===== src/rtl/i2c_mon_tx_scheduler.sv =====
// Buffers i2c_monitor event bytes in a FIFO and schedules them onto a valid/ready TX port,
// reporting overflow drops in-band as {OVF_MARK, count}. Define HEARTBEAT_EN to add a heartbeat byte.
module i2c_mon_tx_scheduler #(
    parameter int         DEPTH     = 16,
    parameter logic [7:0] OVF_MARK  = 8'h4F,
    parameter logic [7:0] HB_BYTE   = 8'h48,
    parameter int         HB_PERIOD = 50000000
) (
    input  logic                   clk,
    input  logic                   rst,
    input  logic                   ev_valid,
    input  logic [7:0]             ev_data,
    output logic                   tx_valid,
    output logic [7:0]             tx_data,
    input  logic                   tx_ready,
    output logic [$clog2(DEPTH):0] fifo_level,
    output logic [7:0]             drop_cnt
);
    localparam int AW = $clog2(DEPTH);

`ifdef HEARTBEAT_EN
    typedef enum logic [2:0] {IDLE, DATA, MARK, CNT, HB} state_t;
`else
    typedef enum logic [1:0] {IDLE, DATA, MARK, CNT} state_t;
`endif

    state_t      state;
    logic [8:0]  mem [DEPTH];
    logic [AW:0] wr_ptr;
    logic [AW:0] rd_ptr;
    logic        drop_flag;
    logic [7:0]  pend_byte;

    logic        full;
    logic        empty;
    logic        push;
    logic        drop;
    logic        hs;
    logic        pop;
    logic [8:0]  head;
    logic [7:0]  head_data;
    state_t      head_state;

    assign empty = (wr_ptr == rd_ptr);
    assign full  = (wr_ptr[AW] != rd_ptr[AW]) && (wr_ptr[AW-1:0] == rd_ptr[AW-1:0]);
    // Fullness comes from the registered pointers, so a same-cycle pop never rescues a byte at full.
    assign push  = ev_valid && !full;
    assign drop  = ev_valid && full;
    assign hs    = tx_valid && tx_ready;

    assign head       = mem[rd_ptr[AW-1:0]];
    assign head_data  = head[8] ? OVF_MARK : head[7:0];
    assign head_state = head[8] ? MARK : DATA;

    always_comb begin
        pop = 1'b0;
        case (state)
            IDLE:    pop = !empty;
            DATA:    pop = hs && !empty;
`ifdef HEARTBEAT_EN
            HB:      pop = hs && !empty;
`endif
            default: pop = 1'b0;
        endcase
    end

    always_ff @(posedge clk) begin
        if (push) begin
            mem[wr_ptr[AW-1:0]] <= {drop_flag, ev_data};
        end
    end

    always_ff @(posedge clk or negedge rst) begin
        if (!rst) begin
            wr_ptr     <= '0;
            rd_ptr     <= '0;
            drop_flag  <= 1'b0;
            fifo_level <= '0;
        end else begin
            if (push) begin
                wr_ptr    <= wr_ptr + 1'b1;
                drop_flag <= 1'b0;
            end
            if (drop) begin
                drop_flag <= 1'b1;
            end
            if (pop) begin
                rd_ptr <= rd_ptr + 1'b1;
            end
            if (push && !pop) begin
                fifo_level <= fifo_level + 1'b1;
            end else if (pop && !push) begin
                fifo_level <= fifo_level - 1'b1;
            end
        end
    end

    // The count byte is captured at the marker handshake; a drop in that same cycle starts the next report.
    always_ff @(posedge clk or negedge rst) begin
        if (!rst) begin
            drop_cnt <= 8'd0;
        end else if (state == MARK && hs) begin
            drop_cnt <= drop ? 8'd1 : 8'd0;
        end else if (drop && drop_cnt != 8'hFF) begin
            drop_cnt <= drop_cnt + 8'd1;
        end
    end

`ifdef HEARTBEAT_EN
    localparam int TW = (HB_PERIOD > 1) ? $clog2(HB_PERIOD) : 1;

    logic [TW-1:0] hb_timer;
    logic          hb_pend;
    logic          hb_take;

    assign hb_take = (state == IDLE) && empty && hb_pend;

    always_ff @(posedge clk or negedge rst) begin
        if (!rst) begin
            hb_timer <= '0;
            hb_pend  <= 1'b0;
        end else if (hb_timer == TW'(HB_PERIOD - 1)) begin
            hb_timer <= '0;
            hb_pend  <= 1'b1;
        end else begin
            hb_timer <= hb_timer + 1'b1;
            if (hb_take) begin
                hb_pend <= 1'b0;
            end
        end
    end
`else
    logic unused_hb;
    assign unused_hb = ^{HB_BYTE, HB_PERIOD};
`endif

    always_ff @(posedge clk or negedge rst) begin
        if (!rst) begin
            state     <= IDLE;
            tx_valid  <= 1'b0;
            tx_data   <= 8'd0;
            pend_byte <= 8'd0;
        end else begin
            case (state)
                IDLE: begin
                    if (pop) begin
                        tx_valid  <= 1'b1;
                        tx_data   <= head_data;
                        pend_byte <= head[7:0];
                        state     <= head_state;
                    end
`ifdef HEARTBEAT_EN
                    else if (hb_pend) begin
                        tx_valid <= 1'b1;
                        tx_data  <= HB_BYTE;
                        state    <= HB;
                    end
`endif
                end
                MARK: begin
                    if (hs) begin
                        tx_data <= drop_cnt;
                        state   <= CNT;
                    end
                end
                CNT: begin
                    if (hs) begin
                        tx_data <= pend_byte;
                        state   <= DATA;
                    end
                end
                default: begin
                    // DATA (and HB): refill back-to-back on handshake, otherwise go idle.
                    if (pop) begin
                        tx_valid  <= 1'b1;
                        tx_data   <= head_data;
                        pend_byte <= head[7:0];
                        state     <= head_state;
                    end else if (hs) begin
                        tx_valid <= 1'b0;
                        state    <= IDLE;
                    end
                end
            endcase
        end
    end

endmodule


===== config.mk =====
export PLATFORM = sky130hd
export DESIGN_NAME = i2c_mon_tx_scheduler
export DESIGN_NICKNAME = d
export VERILOG_FILES = /design/src/rtl/i2c_mon_tx_scheduler.sv
export SDC_FILE = /design/constraint.sdc
export NUM_CORES = 1
export LEC_CHECK = 0
export CORE_ASPECT_RATIO = 0.9
export CORE_MARGIN = 2
export CORE_UTILIZATION = 54
export DETAILED_ROUTE_END_ITERATION = 10
export PLACE_DENSITY = 0.75
export SLEW_MARGIN = 30
export SYNTH_ARGS = -nofsm -noshare
export SYNTH_HDL_FRONTEND = slang
export SYNTH_SLANG_ARGS = --single-unit

===== constraint.sdc =====
create_clock -name clk -period 2.7 [get_ports clk]
set_input_delay 0.54 -clock clk [delete_from_list [all_inputs] [get_ports clk]]
set_output_delay 0.54 -clock clk [all_outputs]
set_load 0.02 [all_outputs]

# Yosys cells after proc, flatten, opt, wreduce, memory -nomap -nowiden
# Memories as Yosys holds them, arrays and structs flattened.
# Cells that the tools add are included.
[word_totals] inputBits=12 ram_bits=144 word_cells=76 regBits=43 memories=1
[mem_list] memory="mem" depth=16 width=9 read_ports=1 rd_clocked_by_memory_dff=0 write_ports=1 line_no="28" source="logic [8:0] mem [DEPTH];"
[classes] bitwise=1 n_eq_ne=10 addsub=5 reduce_logical=24 mux=26
[op_table] operator="2-to-1 mux 8 bit" n=6
[op_table] operator="case mux 8 bit (2 select lines)" n=1
[op_table] operator="adder 5 x 1 -> 5 bit, second input constant" n=3
[op_table] operator="2-to-1 mux 2 bit" n=6
[op_table] operator="2-to-1 mux 5 bit" n=2
[op_table] operator="logical AND 1 bit" n=9
[op_table] operator="adder 8 x 1 -> 8 bit, second input constant" n=1
[op_table] operator="2-to-1 mux 1 bit" n=8
[op_table] operator="!= test 8 bit, second input constant" n=1
[op_table] operator="nonzero test 2 bit" n=4
[op_table] operator="!= test 2 bit, second input constant" n=3
[op_table] operator="case mux 2 bit (3 select lines)" n=1
[op_table] operator="AND reduction 3 bit" n=2
[op_table] operator="equality test 5 bit" n=1
[op_table] operator="subtractor 5 x 1 -> 5 bit, second input constant" n=1
[op_table] operator="equality test 2 bit, second input constant" n=2
[op_table] operator="equality test 4 bit" n=1
[op_table] operator="logical NOT 1 bit" n=4
[op_table] operator="case mux 1 bit (2 select lines)" n=2
[op_table] operator="AND reduction 4 bit" n=1
[op_table] operator="nonzero test 3 bit" n=1
[op_table] operator="equality test 2 x 1 -> 1 bit, second input constant" n=1
[op_table] operator="logical NOT 2 bit" n=1
[op_table] operator="AND reduction 2 bit" n=1
[op_table] operator="other kinds (3)" n=3

# Depth between registers and ports, before layout
# Gate-level depths: netlist of run 1.
[depth] word_depth=8 depth_mapped=14 depth_no_buf=12

# Worst setup path after synthesis of run 1
# OpenSTA, ideal clock, no wires.
[synth_path] path_kind="register -> register" startpoint="register rd_ptr[0]" endpoint="register fifo_level[4]" slack_ns=-0.111 n_path_buf=2 synth_period_minus_slack_ns=2.811 arrival_time_ns=2.681 path_stages_with_launch=15 path_cell_list="dfrtp_1 buf_6 xnor2_2 nand4_4 o21a_1 inv_1 clkbuf_1 ha_1 inv_1 fa_1 a21o_1 a21oi_1 xnor2_1 nor2_1 xor2_1"
[synth_via] elab_chain_len=7 elab_cells_between_ends=14
[synth_lines] item="start: declaration" line_no="30" source="logic [AW:0] rd_ptr;"
[synth_lines] item="start signal: assignment" line_no="88" source="rd_ptr <= rd_ptr + 1'b1;"
[synth_lines] item="equality test 5 bit / equality test 4 bit (equally long branches)" line_no="44, 45"
[synth_lines] item="logical NOT 1 bit / logical AND 1 bit (equally long branches)" line_no="58, 59, 45"
[synth_lines] item="logical AND 1 bit / logical NOT 1 bit (equally long branches)" line_no="59, 47"
[synth_lines] item="case mux 1 bit (2 select lines) / logical AND 1 bit (equally long branches)" line_no="57, 47"
[synth_lines] item="logical NOT 1 bit (on tied branches)" line_no="90, 92"
[synth_lines] item="logical AND 1 bit (on tied branches)" line_no="90, 92"
[synth_lines] item="2-to-1 mux 5 bit / nonzero test 2 bit (equally long branches)"
[synth_lines] item="end signal: assignment" line_no="91" source="fifo_level <= fifo_level + 1'b1;"
[synth_lines] item="end signal: assignment" line_no="93" source="fifo_level <= fifo_level - 1'b1;"
[synth_lines] item="end: declaration" line_no="16" source="output logic [$clog2(DEPTH):0] fifo_level,"
# Parallel ways exist; a longest one is shown, timed or not.
# A chain may end at the register's enable or synchronous reset.

# Worst setup path in the final report of run 1
[layout_path] startpoint="register wr_ptr[0]" endpoint="register fifo_level[4]"
[layout_via] elab_chain_len=7 elab_cells_between_ends=14
[layout_lines] item="start: declaration" line_no="29" source="logic [AW:0] wr_ptr;"
[layout_lines] item="start signal: assignment" line_no="81" source="wr_ptr <= wr_ptr + 1'b1;"
[layout_lines] item="equality test 5 bit / equality test 4 bit (equally long branches)" line_no="44, 45"
[layout_lines] item="logical NOT 1 bit / logical AND 1 bit (equally long branches)" line_no="58, 59, 45"
[layout_lines] item="logical AND 1 bit / logical NOT 1 bit (equally long branches)" line_no="59, 47"
[layout_lines] item="case mux 1 bit (2 select lines) / logical AND 1 bit (equally long branches)" line_no="57, 47"
[layout_lines] item="logical NOT 1 bit (on tied branches)" line_no="90, 92"
[layout_lines] item="logical AND 1 bit (on tied branches)" line_no="90, 92"
[layout_lines] item="2-to-1 mux 5 bit / nonzero test 2 bit (equally long branches)"
# Parallel ways exist; a longest one is shown, timed or not.

==> results by group, run 1 <==
Run status
  • Status: complete, no violations

Cells and area
  • Synthesis-to-finish area growth: 18.0%
  • Ant diodes: 0
  • Most common cell after layout, fill and taps aside: edfxtp_1
  • Share of layout cells above drive strength 1: 0.264
  • Most frequent cells in the layout: edfxtp_1 (144), buf_4 (51), mux4_2 (39), dfrtp_1 (39), clkdlybuf4s50_1 (32)
  • Nets: ~550

Worst setup path
  • CP Data Required Time: just over 3 ns
  • CP endpoint kind: flop
  • Critical path class: reg -> reg
  • Critical Path AT: 2.90 ns
  • CP most frequent cell: inv_1
  • Crit-path slowest cell: dfrtp_2
  • Crit-path cells: xnor2_2 -> nand4_4 -> o21a_1 -> inv_1 -> ha_1 -> inv_1 -> fa_1 -> a21o_1 -> a21oi_1 -> xnor2_1 -> nor2_1 -> xor2_1
  • Worst path max stage delay: 0.45 ns
  • Startpoint Class: flop
  • CP max FO: 4

Synth
  • FF+latch count, synth: around 190
  • Share of flip-flops with an asynchronous set or reset: 0.230
  • Synth area leader: edfxtp_1
  • Post-synth EDFFs: about 140
  • Average size of a mapped cell: ~18 um2
  • Synth warn: 0
  • Synth unique cells: between 50 and 60
  • Largest cells by area after synthesis: edfxtp_1 (55%), dfrtp_1 (14%), mux4_2 (11%), xnor2_1 (1.7%), ha_1 (1.6%)
  • Post-Syn Nets: 469
  • Mapped Area: about 0.0079 mm2
  • Sequential area share after synthesis: 0.687
  • Top_reg_cell synth: edfxtp_1
  • Top cell type's share of synthesized area: 0.550
  • Syn Inst Count: between 400 and 500

Floorplanning
  • Die Y: 118 um
  • Starting Density: 0.557
  • Die Wd: roughly 130 um
  • Die area: around 0.016 mm2
  • Area of the core: 0.0141 mm2
  • Io pins: 34
  • Std-Cell Rows: 41

STA
  • Setup violations, final: 0
  • Worst slew margin: 0.615
  • Tightest Pin Transition: between 0.5 and 0.6 ns
  • Final Hold Vio Count: 0
  • Final Cycle Share: 0.955
  • FMAX: slightly below 0.4 GHz
  • Sum Neg Setup Slack: 0 ns
  • Slew Limit Fails: 0
  • Min cycle time layout: between 2 and 3 ns
  • Worst Skew: about 0.012 ns

Routing
  • Total wire length: roughly 16,000 um
  • Vias: roughly 4.3k
  • Routed wire per std cell: around 21 um
  • Pre-antenna DRT Iters: 5
  • 1st-iter DRT viols: 393
  • Antenna-violating nets left: 0
  • DRC Markers: 0
  • Via/cell ratio: about 6

Global routing
  • Number of global-route vias before repair: about 4.5k
  • Initial antenna violation count: 0
  • Largest net degree at the start of global routing: 44
  • First-pass GRT wire length: around 25,000 um
  • Gr usage total: 0.216
  • Grt total ovfl: 0

Clock network
  • Worst-case clock buffer depth: 2
  • Worst-path clk slew: approximately 0.070 ns
  • Sink Count: approximately 190
  • Inserted Clock Buffers: 17
  • CTS tree: done
  • CTS root buf: clkbuf_16
  • H-tree levels: 4
  • # hold bufs at CTS: 0
  • Worst skew pair latency: 0.43 ns

Pwr
  • Static leakage: ~3.3 nW
  • Design Power: 10.5 mW
  • Peak VDD IR: between 0.0006 and 0.0007 V
  • Cell Pwr Density: roughly 1100 mW/mm2

Placed design
  • Final GP Congestion: 0.872
  • HPWL after DPL: 10,400 um
  • Number of port buffers: 33

Run
  • Max-capacitance violation count: 0

Hold path
  • Worst Hold Class: in -> async
## flip-flops by register name (all words and copies together) (netlist names)
signal	flops
drop_cnt	8
pend_byte	8
mem	144
fifo_level	5
wr_ptr	5
rd_ptr	5
state	2
tx_data	8
tx_valid	1
drop_flag	1
## per-layer routing
metal | share of wire | GRT usage | vias to the layer above | routed length (um)
li1 | - | - | 1901 | -
met1 | 0.41 | 0.270 | 2255 | 6410
met2 | 0.52 | 0.376 | 162 | 8180
met3 | 0.053 | 0.0480 | 22 | 836
met4 | 0.017 | 0.0740 | 0 | 261
met5 | 0 | 0 | - | 0
## power breakdown
part	total [mW]	internal [mW]	switching [mW]
Combinational	4.01	1.98	2.04
Clock	2.50	1.46	1.04
Sequential	3.98	3.65	0.322
Total	10.5	7.09	3.40
## stage by stage
| stage | utilization | instances | setup slack (ns) | hold slack, ns | instance area, um2 |
|---|---|---|---|---|---|
| 2_1_floorplan | - | 446 | 0.0144 | 0.244 | 7860 |
| 3_3_place_gp | 0.613 | 697 | -0.160 | 0.460 | 8650 |
| 3_5_place_dp | 0.613 | 697 | -0.236 | 0.462 | 8650 |
| 4_1_cts | 0.656 | 729 | 0.0427 | 0.278 | 9250 |
| 5_1_grt | 0.657 | 731 | -0.000862 | 0.126 | 9270 |
| 6_report | 0.657 | 731 | 0.123 | 0.0857 | 9270 |
## synth_stat cells, types with 2 or more instances
| master | count |
|---|---|
| xor2_1 | 3 |
| xnor2_1 | 15 |
| buf_6 | 6 |
| nor3_1 | 7 |
| buf_2 | 5 |
| edfxtp_1 | 144 |
| a22o_1 | 2 |
| a21o_1 | 3 |
| nor2_1 | 21 |
| o31ai_1 | 3 |
| nand2_1 | 27 |
| o221a_1 | 5 |
| inv_1 | 11 |
| nand3b_1 | 2 |
| o21a_1 | 3 |
| o221ai_1 | 2 |
| a21oi_1 | 6 |
| nand3_1 | 13 |
| nand2b_1 | 2 |
| clkbuf_1 | 9 |
| o21ai_0 | 12 |
| mux2_4 | 5 |
| dfrtp_1 | 43 |
| buf_4 | 3 |
| mux4_2 | 39 |
| nand4_1 | 5 |
| ha_1 | 10 |
| mux2i_1 | 10 |
| xnor2_2 | 3 |
| mux2_2 | 6 |
## worst paths after layout
check	from	slack, ns	endpoint	cells after the start
setup / recovery	wr_ptr[0]	0.12	fifo_level[4]	12
hold / removal	rst	0.09	fifo_level[0]	1
setup reg to reg	wr_ptr[0]	0.12	fifo_level[4]	12
hold reg to reg	fifo_level[4]	0.46	fifo_level[4]	1
max in group asynchronous	rst	2.19	rd_ptr[0]	1
min in group clk	fifo_level[4]	0.46	fifo_level[4]	1
## final cells by class
class | count | area (um2)
clock buffer | 18 | 429
clock inverter | 14 | 166
fill | 968 | 4840
inverter | 11 | 41.3
multi-input combinational | 224 | 2260
sequential | 187 | 5410
tap | 193 | 241
timing repair buffer | 84 | 723
## repair_timing
| action | 4_1_cts | 5_1_grt |
|---|---|---|
| gates resized for setup | 0 | 2 |
| setup endpoints to repair | 0 | 2 |
| setup buffers | 0 | 2 |
| endpoints found under the hold margin | 0 | 0 |
## logic make-up (layout without fill, tap and decap cells)
family	Yosys count	count (layout)	share of synthesized area
compound gates	43	43	0.0390
xor+xnor	22	22	0.0298
fa+ha+maj	11	11	0.0185
buf+inv	35	127	0.0247
flops	187	187	0.687
mux	61	61	0.146
simple gates	87	87	0.0546
## worst max-delay path, delay by kind of cell, from the launching register on
family	cells	cell delay (ns)
AO/OA/AOI/OAI	3	0.58
XOR/XNOR	3	0.50
adder cells (fa/ha/maj)	2	0.57
buffers and inverters	2	0.17
flip-flops	1	0.45
AND/OR/NAND/NOR	2	0.20
Power figures use the tool's default switching activity.
==> inputs of run 2 (changes only) <==
- SLEW_MARGIN: 30 -> default
==> run 2 against run 1 <==
Effect of this change: sequential cell count unchanged; largest power group unchanged; critical endpoint unchanged; sequential power about the same; global-route usage did not move; clock power hardly changed; maximum frequency stayed put; critical path type unchanged.
==> results by group, run 2 (synthesized netlist as in run 1, its figures left out) <==
Run status
  • Status: complete, no violations

Routing
  • Via/cell ratio: roughly 6
  • Routed wire per std cell: between 20 and 25 um
  • Total wire length: around 16,000 um
  • Vias: around 4.3k
  • Antenna-violating nets left: 0
  • 1st-iter DRT viols: around 400
  • DRC Markers: 0
  • Pre-antenna DRT Iters: 5

Worst setup path
  • Critical path class: reg -> reg
  • FF-to-FF path depth: 12
  • CP Data Required Time: 3.02 ns
  • CP Launch Point: wr_ptr[0]
  • CP endpoint kind: flop
  • Worst R2R Start: wr_ptr[0]
  • RR Endpoint: fifo_level[4]
  • Critical Path AT: 2.90 ns
  • CP max FO: 4
  • R2R setup slack: 0.12 ns
  • Startpoint Class: flop
  • CP endpoint: fifo_level[4]

Floorplanning
  • Std-Cell Rows: roughly 40
  • Die Y: 118 um
  • Area of the core: around 0.014 mm2
  • Io pins: 34
  • Die Wd: between 100 and 150 um
  • Die area: between 0.015 and 0.02 mm2
  • Starting Density: 0.557

Cells and area
  • Share of layout cells above drive strength 1: 0.264
  • Nets: around 550
  • Final Util: 0.657
  • Most frequent cells in the layout: edfxtp_1 (144), buf_4 (50), mux4_2 (39), dfrtp_1 (39), clkdlybuf4s50_1 (32)
  • Finished Cell Area: ~0.0093 mm2
  • Largest register FFs: approximately 140
  • Ant diodes: 0
  • Most common cell after layout, fill and taps aside: edfxtp_1
  • Synthesis-to-finish area growth: 17.9%

Clock network
  • Worst skew pair latency: between 0.4 and 0.5 ns
  • Sink Count: around 190
  • H-tree levels: 4
  • CTS tree: done
  • CTS root buf: clkbuf_16
  • Worst-case clock buffer depth: 2
  • Worst-path clk slew: about 0.070 ns
  • Inserted Clock Buffers: 17

STA
  • Final Cycle Share: 0.955
  • Slew Limit Fails: 0
  • FMAX: between 0.3 and 0.4 GHz
  • Final setup margin: 0.123 ns
  • Final Hold Vio Count: 0
  • Tightest Pin Transition: 0.952 ns
  • Setup violations, final: 0
  • Min cycle time layout: roughly 2.6 ns
  • Worst slew margin: 0.365
  • Sum Neg Setup Slack: 0 ns
  • Worst Skew: around 0.012 ns

Global routing
  • Largest net degree at the start of global routing: 44
  • First-pass GRT wire length: 24,800 um
  • Gr usage total: 0.216
  • Initial antenna violation count: 0
  • Grt total ovfl: 0
  • Number of global-route vias before repair: roughly 4.5k

Placed design
  • Dpl ws: -0.236 ns
  • DP Area: 0.00865 mm2
  • HPWL after DPL: a little over 10,000 um
  • Final GP Congestion: about 0.87
  • Number of port buffers: 33

Pwr
  • Static leakage: around 3.3 nW
  • Cell Pwr Density: 1130 mW/mm2
  • Peak VDD IR: around 0.00064 V
  • Design Power: 10.5 mW

Hold path
  • Worst Hold Class: in -> async

Run
  • Max-capacitance violation count: 0
-- run 2: cell type report --
cell class	instances	area [um2]
Clock buffer	18	429
Clock inverter	14	166
Fill cell	969	4840
Inverter	11	41.3
Multi-Input combinational cell	224	2260
Sequential cell	187	5410
Tap cell	193	241
Timing Repair Buffer	84	721
-- run 2: worst min-delay path by stage --
stage / end / depth (start not counted) / from
floorplan: drop_cnt[0] / 0 / rst
global placement: fifo_level[4] / 1 / fifo_level[4]
CTS: fifo_level[0] / 1 / rst
detailed placement: fifo_level[4] / 1 / fifo_level[4]
finish: fifo_level[0] / 1 / rst
global route: fifo_level[0] / 1 / rst
-- run 2: report_power, final --
group          total (mW)  internal, mW  switching, mW
Combinational        4.01          1.98           2.04
Sequential           3.98          3.65          0.322
Clock                2.50          1.46           1.04
-- run 2: metrics by stage --
stage / hold slack [ns] / std cells
6_report: 0.251 / 731
5_1_grt: 0.331 / 731
4_1_cts: 0.278 / 729
3_5_place_dp: 0.462 / 697
3_3_place_gp: 0.460 / 697
2_1_floorplan: 0.244 / 446
-- run 2: metal layers --
metal,up-vias,part of all wire,global-route usage
li1,1901,-,-
met3,22,0.053,0.0480
met5,-,0,0
met4,0,0.017,0.0740
met1,2257,0.41,0.270
met2,162,0.52,0.376
-- run 2: timing repair --
action                                  CTS  global route
endpoints found under the setup margin    0             2
endpoints found under the hold margin     0             0
hold buffers                              0             0
setup buffers                             0             2
gates resized for setup                   0             2
-- run 2: critical path: stages, from the launching register on --
cell	delay [ns]
dfrtp_2	0.45
xnor2_2	0.22
nand4_4	0.14
o21a_1	0.21
inv_1	0.07
ha_1	0.17
inv_1	0.10
fa_1	0.40
a21o_1	0.17
a21oi_1	0.20
xnor2_1	0.14
nor2_1	0.06
xor2_1	0.14
